File: src/rtl/seq_pkg.sv
`default_nettype none
// ============================================================================
// Module      : seq_pkg
// Description : Shared types and constants for the state sequencer. Holds the
//               playback FSM encoding, the width of a recorded state and a
//               helper for the width of one program entry.
// Revision    : 1.0 - initial release
// ============================================================================
package seq_pkg;

    // Playback controller states.
    typedef enum logic [1:0] {
        IDLE  = 2'd0,
        LOAD  = 2'd1,
        DWELL = 2'd2
    } seq_state_t;

    // Width of the board state forwarded through the mux.
    localparam int STATE_W = 3;

    // Default dwell width and the matching entry width.
    localparam int DWELL_W_DEFAULT = 4;
    localparam int ENTRY_W         = STATE_W + DWELL_W_DEFAULT;

    // One program entry is {state, dwell}.
    function automatic int entry_width(input int dwell_w);
        return STATE_W + dwell_w;
    endfunction

endpackage
`default_nettype wire

File: src/rtl/tick_gen.sv
`default_nettype none
// ============================================================================
// Module      : tick_gen
// Description : Dwell prescaler. Emits a one-cycle tick every TICK_DIV clock
//               cycles, counting from the cycle after clr is released.
// Ports       : clk     - system clock
//               reset_n - synchronous active-low reset
//               clr     - synchronous restart of the prescaler
//               tick    - one-cycle pulse every TICK_DIV cycles
// Revision    : 1.0 - initial release
// ============================================================================
module tick_gen #(
    parameter int TICK_DIV = 50_000_000
) (
    input  logic clk,
    input  logic reset_n,
    input  logic clr,
    output logic tick
);

    localparam int                c_cnt_w = (TICK_DIV > 1) ? $clog2(TICK_DIV) : 1;
    localparam logic [c_cnt_w-1:0] c_last = c_cnt_w'(TICK_DIV - 1);

    logic [c_cnt_w-1:0] r_cnt;

    always_ff @(posedge clk) begin
        if (!reset_n) begin
            r_cnt <= '0;
        end else if (clr || (r_cnt == c_last)) begin
            r_cnt <= '0;
        end else begin
            r_cnt <= r_cnt + 1'b1;
        end
    end

    // Masked during clr so a restart never coincides with a stale tick.
    assign tick = !clr && (r_cnt == c_last);

endmodule
`default_nettype wire

File: src/rtl/state_sequencer.sv
`default_nettype none
// ============================================================================
// Module      : state_sequencer
// Description : Record/playback controller for the board state-select mux.
//               In record mode (mode_play=0) each rising edge of record_btn
//               stores {manual_state, dwell_in} into the next program slot.
//               In playback mode the program is stepped through cyclically;
//               each entry is held on CurrentState_mem for dwell ticks and
//               sel_mem is raised while a valid entry is being presented.
// Ports       : clk, reset_n        - clock, synchronous active-low reset
//               mode_play           - 1 = playback, 0 = record/manual
//               record_btn          - debounced record button (level)
//               clear               - synchronous program erase
//               manual_state        - state value to record
//               dwell_in            - dwell ticks to record
//               CurrentState_mem    - registered playback state
//               sel_mem             - mux select, high during DWELL
//               step_index          - entry currently played
//               count               - number of recorded entries
//               full                - count == DEPTH
// Revision    : 1.0 - initial release
// ============================================================================
module state_sequencer
    import seq_pkg::*;
#(
    parameter int DEPTH    = 8,
    parameter int DWELL_W  = 4,
    parameter int TICK_DIV = 50_000_000
) (
    input  logic                       clk,
    input  logic                       reset_n,
    input  logic                       mode_play,
    input  logic                       record_btn,
    input  logic                       clear,
    input  logic [STATE_W-1:0]         manual_state,
    input  logic [DWELL_W-1:0]         dwell_in,
    output logic [STATE_W-1:0]         CurrentState_mem,
    output logic                       sel_mem,
    output logic [$clog2(DEPTH)-1:0]   step_index,
    output logic [$clog2(DEPTH):0]     count,
    output logic                       full
);

    localparam int                 c_aw       = $clog2(DEPTH);
    localparam int                 c_ew       = entry_width(DWELL_W);
    localparam logic [c_aw:0]      c_full_cnt = (c_aw + 1)'(DEPTH);
    localparam logic [DWELL_W-1:0] c_dwell_1  = DWELL_W'(1);

    // ------------------------------------------------------------------------
    // Storage and state
    // ------------------------------------------------------------------------
    seq_state_t          r_state;
    seq_state_t          w_next_state;

    logic [c_ew-1:0]     r_mem [DEPTH];
    logic                r_btn_q;
    logic [c_aw:0]       r_count;
    logic [c_aw-1:0]     r_step;
    logic [STATE_W-1:0]  r_cur_state;
    logic [DWELL_W-1:0]  r_dwell_cnt;

    // ------------------------------------------------------------------------
    // Control strobes from the FSM
    // ------------------------------------------------------------------------
    logic                w_btn_rise;
    logic                w_full;
    logic                w_last_entry;
    logic                w_tick;
    logic                w_presc_clr;
    logic                w_do_record;
    logic                w_do_load;
    logic                w_do_advance;
    logic                w_dwell_dec;
    logic                w_step_clr;
    logic [c_ew-1:0]     w_rd_entry;
    logic [DWELL_W-1:0]  w_rd_dwell;

    assign w_btn_rise   = record_btn && !r_btn_q;
    assign w_full       = (r_count == c_full_cnt);
    assign w_last_entry = ({1'b0, r_step} == (r_count - 1'b1));
    assign w_rd_entry   = r_mem[r_step];
    assign w_rd_dwell   = w_rd_entry[DWELL_W-1:0];

    // ------------------------------------------------------------------------
    // Dwell prescaler; held in restart everywhere except DWELL so that every
    // entry gets a full dwell period measured from its first DWELL cycle.
    // ------------------------------------------------------------------------
    tick_gen #(
        .TICK_DIV (TICK_DIV)
    ) u_tick_gen (
        .clk     (clk),
        .reset_n (reset_n),
        .clr     (w_presc_clr),
        .tick    (w_tick)
    );

    // ------------------------------------------------------------------------
    // FSM state register
    // ------------------------------------------------------------------------
    always_ff @(posedge clk) begin
        if (!reset_n) begin
            r_state <= IDLE;
        end else begin
            r_state <= w_next_state;
        end
    end

    // ------------------------------------------------------------------------
    // FSM next state and strobes. clear outranks a playback exit, which in
    // turn outranks recording.
    // ------------------------------------------------------------------------
    always_comb begin
        w_next_state = r_state;
        w_presc_clr  = 1'b1;
        w_do_record  = 1'b0;
        w_do_load    = 1'b0;
        w_do_advance = 1'b0;
        w_dwell_dec  = 1'b0;
        w_step_clr   = 1'b0;

        if (clear) begin
            w_next_state = IDLE;
            w_step_clr   = 1'b1;
        end else begin
            case (r_state)
                IDLE: begin
                    if (w_btn_rise && !w_full) begin
                        w_do_record = 1'b1;
                    end
                    if (mode_play && (r_count != '0)) begin
                        w_next_state = LOAD;
                    end
                end
                LOAD: begin
                    if (!mode_play) begin
                        w_next_state = IDLE;
                        w_step_clr   = 1'b1;
                    end else begin
                        w_do_load    = 1'b1;
                        w_next_state = DWELL;
                    end
                end
                DWELL: begin
                    w_presc_clr = 1'b0;
                    if (!mode_play) begin
                        w_next_state = IDLE;
                        w_step_clr   = 1'b1;
                    end else if (w_tick) begin
                        if (r_dwell_cnt == c_dwell_1) begin
                            w_do_advance = 1'b1;
                            w_next_state = LOAD;
                        end else begin
                            w_dwell_dec = 1'b1;
                        end
                    end
                end
                default: begin
                    w_next_state = IDLE;
                    w_step_clr   = 1'b1;
                end
            endcase
        end
    end

    // ------------------------------------------------------------------------
    // Program memory: write-only from the record path, read via r_step.
    // Not reset; count alone defines which entries are valid.
    // ------------------------------------------------------------------------
    always_ff @(posedge clk) begin
        if (w_do_record) begin
            r_mem[r_count[c_aw-1:0]] <= {manual_state, dwell_in};
        end
    end

    // ------------------------------------------------------------------------
    // Datapath registers
    // ------------------------------------------------------------------------
    always_ff @(posedge clk) begin
        if (!reset_n) begin
            r_btn_q     <= 1'b0;
            r_count     <= '0;
            r_step      <= '0;
            r_cur_state <= '0;
            r_dwell_cnt <= '0;
        end else begin
            // The edge detector runs in every state, so a press made during
            // playback is consumed there and never replayed later.
            r_btn_q <= record_btn;

            if (clear) begin
                r_count <= '0;
            end else if (w_do_record) begin
                r_count <= r_count + 1'b1;
            end

            if (w_step_clr) begin
                r_step <= '0;
            end else if (w_do_advance) begin
                r_step <= w_last_entry ? '0 : r_step + 1'b1;
            end

            if (w_do_load) begin
                r_cur_state <= w_rd_entry[c_ew-1 -: STATE_W];
                // A zero dwell would never expire; treat it as one tick.
                r_dwell_cnt <= (w_rd_dwell == '0) ? c_dwell_1 : w_rd_dwell;
            end else if (w_dwell_dec) begin
                r_dwell_cnt <= r_dwell_cnt - 1'b1;
            end
        end
    end

    // ------------------------------------------------------------------------
    // Outputs
    // ------------------------------------------------------------------------
    assign CurrentState_mem = r_cur_state;
    assign sel_mem          = (r_state == DWELL);
    assign step_index       = r_step;
    assign count            = r_count;
    assign full             = w_full;

endmodule
`default_nettype wire

File: config.mk
export PLATFORM = sky130hd
export DESIGN_NAME = state_sequencer
export DESIGN_NICKNAME = d
export VERILOG_FILES = /design/src/rtl/seq_pkg.sv /design/src/rtl/tick_gen.sv /design/src/rtl/state_sequencer.sv
export SDC_FILE = /design/constraint.sdc
export NUM_CORES = 1
export LEC_CHECK = 0
export BUFFER_PORTS_ARGS = -buffer_cell sky130_fd_sc_hd__buf_2
export CAP_MARGIN = 30
export CORE_MARGIN = 2
export CORE_UTILIZATION = 30
export CTS_CLUSTER_SIZE = 16
export DETAILED_ROUTE_END_ITERATION = 10
export PLACE_DENSITY = 0.44
export SKIP_LAST_GASP = 1
export SLEW_MARGIN = 30
export SYNTH_ARGS = -nofsm -noshare
export SYNTH_HDL_FRONTEND = slang
export SYNTH_SLANG_ARGS = --single-unit
File: constraint.sdc
create_clock -name clk -period 2.96 [get_ports clk]
set_input_delay 0.296 -clock clk [delete_from_list [all_inputs] [get_ports clk]]
set_output_delay 0.296 -clock clk [all_outputs]
set_load 0.1 [all_outputs]
==> out/results.txt <==
Leak pwr = 0.00162 µW
Crit path time final = 2430 ps
Crit-path cells = inv_1 -> ha_1 -> and3b_2 -> nor4_4 -> nand2b_1 -> nor2_1
CP required = 2940 ps
Post-CTS setup buffer count = 0
Hold_buf cts = 0
TritonCTS Buffers = 9
Die Ht = 125 µm
Synth cell count leaders = edfxtp_1, dfxtp_1, nor2_1
FF+latch area = 2610 µm²
Worst Tran Pin Value = 732 ps
Cells after Synth = 352
Fmax = 411 MHz
Crit-path max FO = 11
Final Setup Violations = 0
CP max stage delay = 530 ps
Post-Place Setup Slack = 542 ps
Clk root buf = clkbuf_16
Post-CTS resize count = 0
CTS tree = done
Die area = 15700 µm²
Layout cells sized above 1 = 18.8%
Total grt overflow = 0
Clock skew = 8.34 ps
Initial core utilization = 30.5%
Post-layout worst setup margin = 525 ps
Syn. warnings = 0
Ys async rst share = 0%
Clock group share of total power = 42.6%
Internal = 2110 µW
H-tree levels = 3
DRC viols = 0
Initial DRC count = 169
Drt total wl = 9.64 mm
PortBufs = 23
CP delay by family, top = simple AND/OR/NAND/NOR gates
Clk Latency, worst-skew pair = 350 ps
Worst-path clk slew = 70 ps
Switch Pwr = 618 µW
Worst Hold Class = primary input to register
Mean area per synthesized cell = 12.5 µm²
Core Region = 14500 µm²
Vias in the first global route = 2769
Die X = 125 µm
Critical-path top delay cell = nor2_1
Post-synth net total = 375
Drt via density = 4.79
HPWL Detailed = 6.86 mm
Combinational power share = 2.4%
Worst Setup Start Kind = register
GRT Total Usage = 13.0%
Filler Cells Inserted = 1413
Arrival @ worst endpoint = 2420 ps
Most common cell in the netlist = edfxtp_1
Final GP Congestion = 0.731
Pins Over Slew Limit = 0
Multi-input logic area = 1750 µm²
DR pass1 iterations = 4
RSZ-0062 raised after global routing = no
Synth cell types = 44
Syn-to-layout area delta = 14.9%
Hold Slack = 190 ps
Worst Setup End Kind = register
Initial antenna violation count = 0
Reg power frac = 55.0%
Placed Cells = 552
Switching part of the total = 22.7%
FF+latch count, synth = 102
Peak VDD IR = 283 µV
Status = completed
Setup CP Type = register to register
Finished Core Util = 35.0%
Number of diodes = 0
Register area share after synthesis = 58.9%
Max-Cap Viols = 0
Post-synth top flop = edfxtp_1
First-pass GRT wire length = 15.5 mm
Setup tns final = 0 ps
Slew margin rel. = 51.0%
Via count = 2720
Wire per inst = 17.0 µm
Max Buffers Root-to-Sink = 2
Detail Route Antenna Nets = 0
Area leader, netlist = edfxtp_1
Post-synth EDFFs = 56
# IOs = 24
Post-synth top area share = 38.1%
Final Non-Filler Cells = 568
Critical path buffer and inverter count = 1
Final Hold Viols = 0
Nets@finish = 402
Synth top area cells = edfxtp_1, dfxtp_1, mux4_2
Row cnt = 44
Clock sinks = 102
Power Density = 537 nW/µm²
Synthesized area = 4420 µm²
Largest net degree at the start of global routing = 27
Fin crit share = 82.3%
worst reg2reg max path, stage by stage, from the launching register on:
cell,delay (ps)
dfxtp_4,440
inv_1,100
ha_1,210
and3b_2,230
nor4_4,380
nand2b_1,180
nor2_1,530
cell families after synthesis:
family	share of synthesized area, %
adders and majority gates	3.12
AOI/OAI and AO/OA	4.76
and+or+nand+nor	15.9
xor gates and xnor gates	5.75
muxes	9.43
DFF	58.9
buffers and inverters	2.10
stage by stage:
stage | area (µm²) | power [µW]
floorplan | 4450 | 1570
global placement | 4780 | 1600
detailed placement | 4780 | 1600
CTS | 5070 | 2770
global route | 5070 | 2820
finish | 5070 | 2720
cells in the final DEF (no fill, tap or decap), types with 3 or more instances in the layout:
cell,instances
a211oi_1,3
a21oi_1,8
and3_1,4
and4_1,3
buf_2,23
buf_4,6
clkbuf_16,9
dfxtp_1,44
edfxtp_1,56
ha_1,11
inv_1,10
inv_8,3
mux2i_1,9
mux4_2,14
nand2_1,23
nand3_1,14
nand4_1,9
nor2_1,39
nor2_2,3
nor3_1,9
nor3b_1,3
nor4_1,3
o211a_1,3
o21ai_0,7
or3_1,5
xnor2_1,20
xor2_1,9
power by group through the flow:
stage	Combinational [µW]	Sequential (µW)	Clock, µW
after floorplan	30.3	1540	0
final	64.8	1500	1160
after CTS	67.0	1500	1200
after detailed placement	66.7	1530	0
after global placement	67.3	1530	0
after global routing	72.2	1500	1250
final timing paths:
check | cells past startpoint | slack (ps) | end | start
min | 2 | 190 | r_btn_q | record_btn
min reg2reg | 1 | 460 | u_tick_gen.r_cnt[0] | u_tick_gen.r_cnt[0]
max | 6 | 530 | r_mem[2][6] | count[0]
max reg2reg | 6 | 530 | r_mem[2][6] | count[0]
per-layer routing:
layer  up-vias  wire, µm  share of wire, %  GRT usage [%]
met5         -         0                 0              0
met4         0        88              0.91           4.31
met3         5       311               3.2           3.17
met2        41      4420                46           19.6
met1      1329      4820                50           18.3
li1       1345         -                 -              -
cell type report:
type	instances	area share, %
sequential	102	51.4
multi-input combinational	227	34.4
tap	184	4.54
clock buffer	9	4.44
timing repair buffer	29	3.16
clock inverter	7	1.26
inverter	10	0.740
registers in the layout (all words and copies together) (netlist names), named ones only:
register / cells
r_mem: 56
count: 4
CurrentState_mem: 3
r_btn_q: 1
step_index: 3
r_state: 2
r_dwell_cnt: 4
u_tick_gen.r_cnt: 26
(Power assumes the default switching activity.)
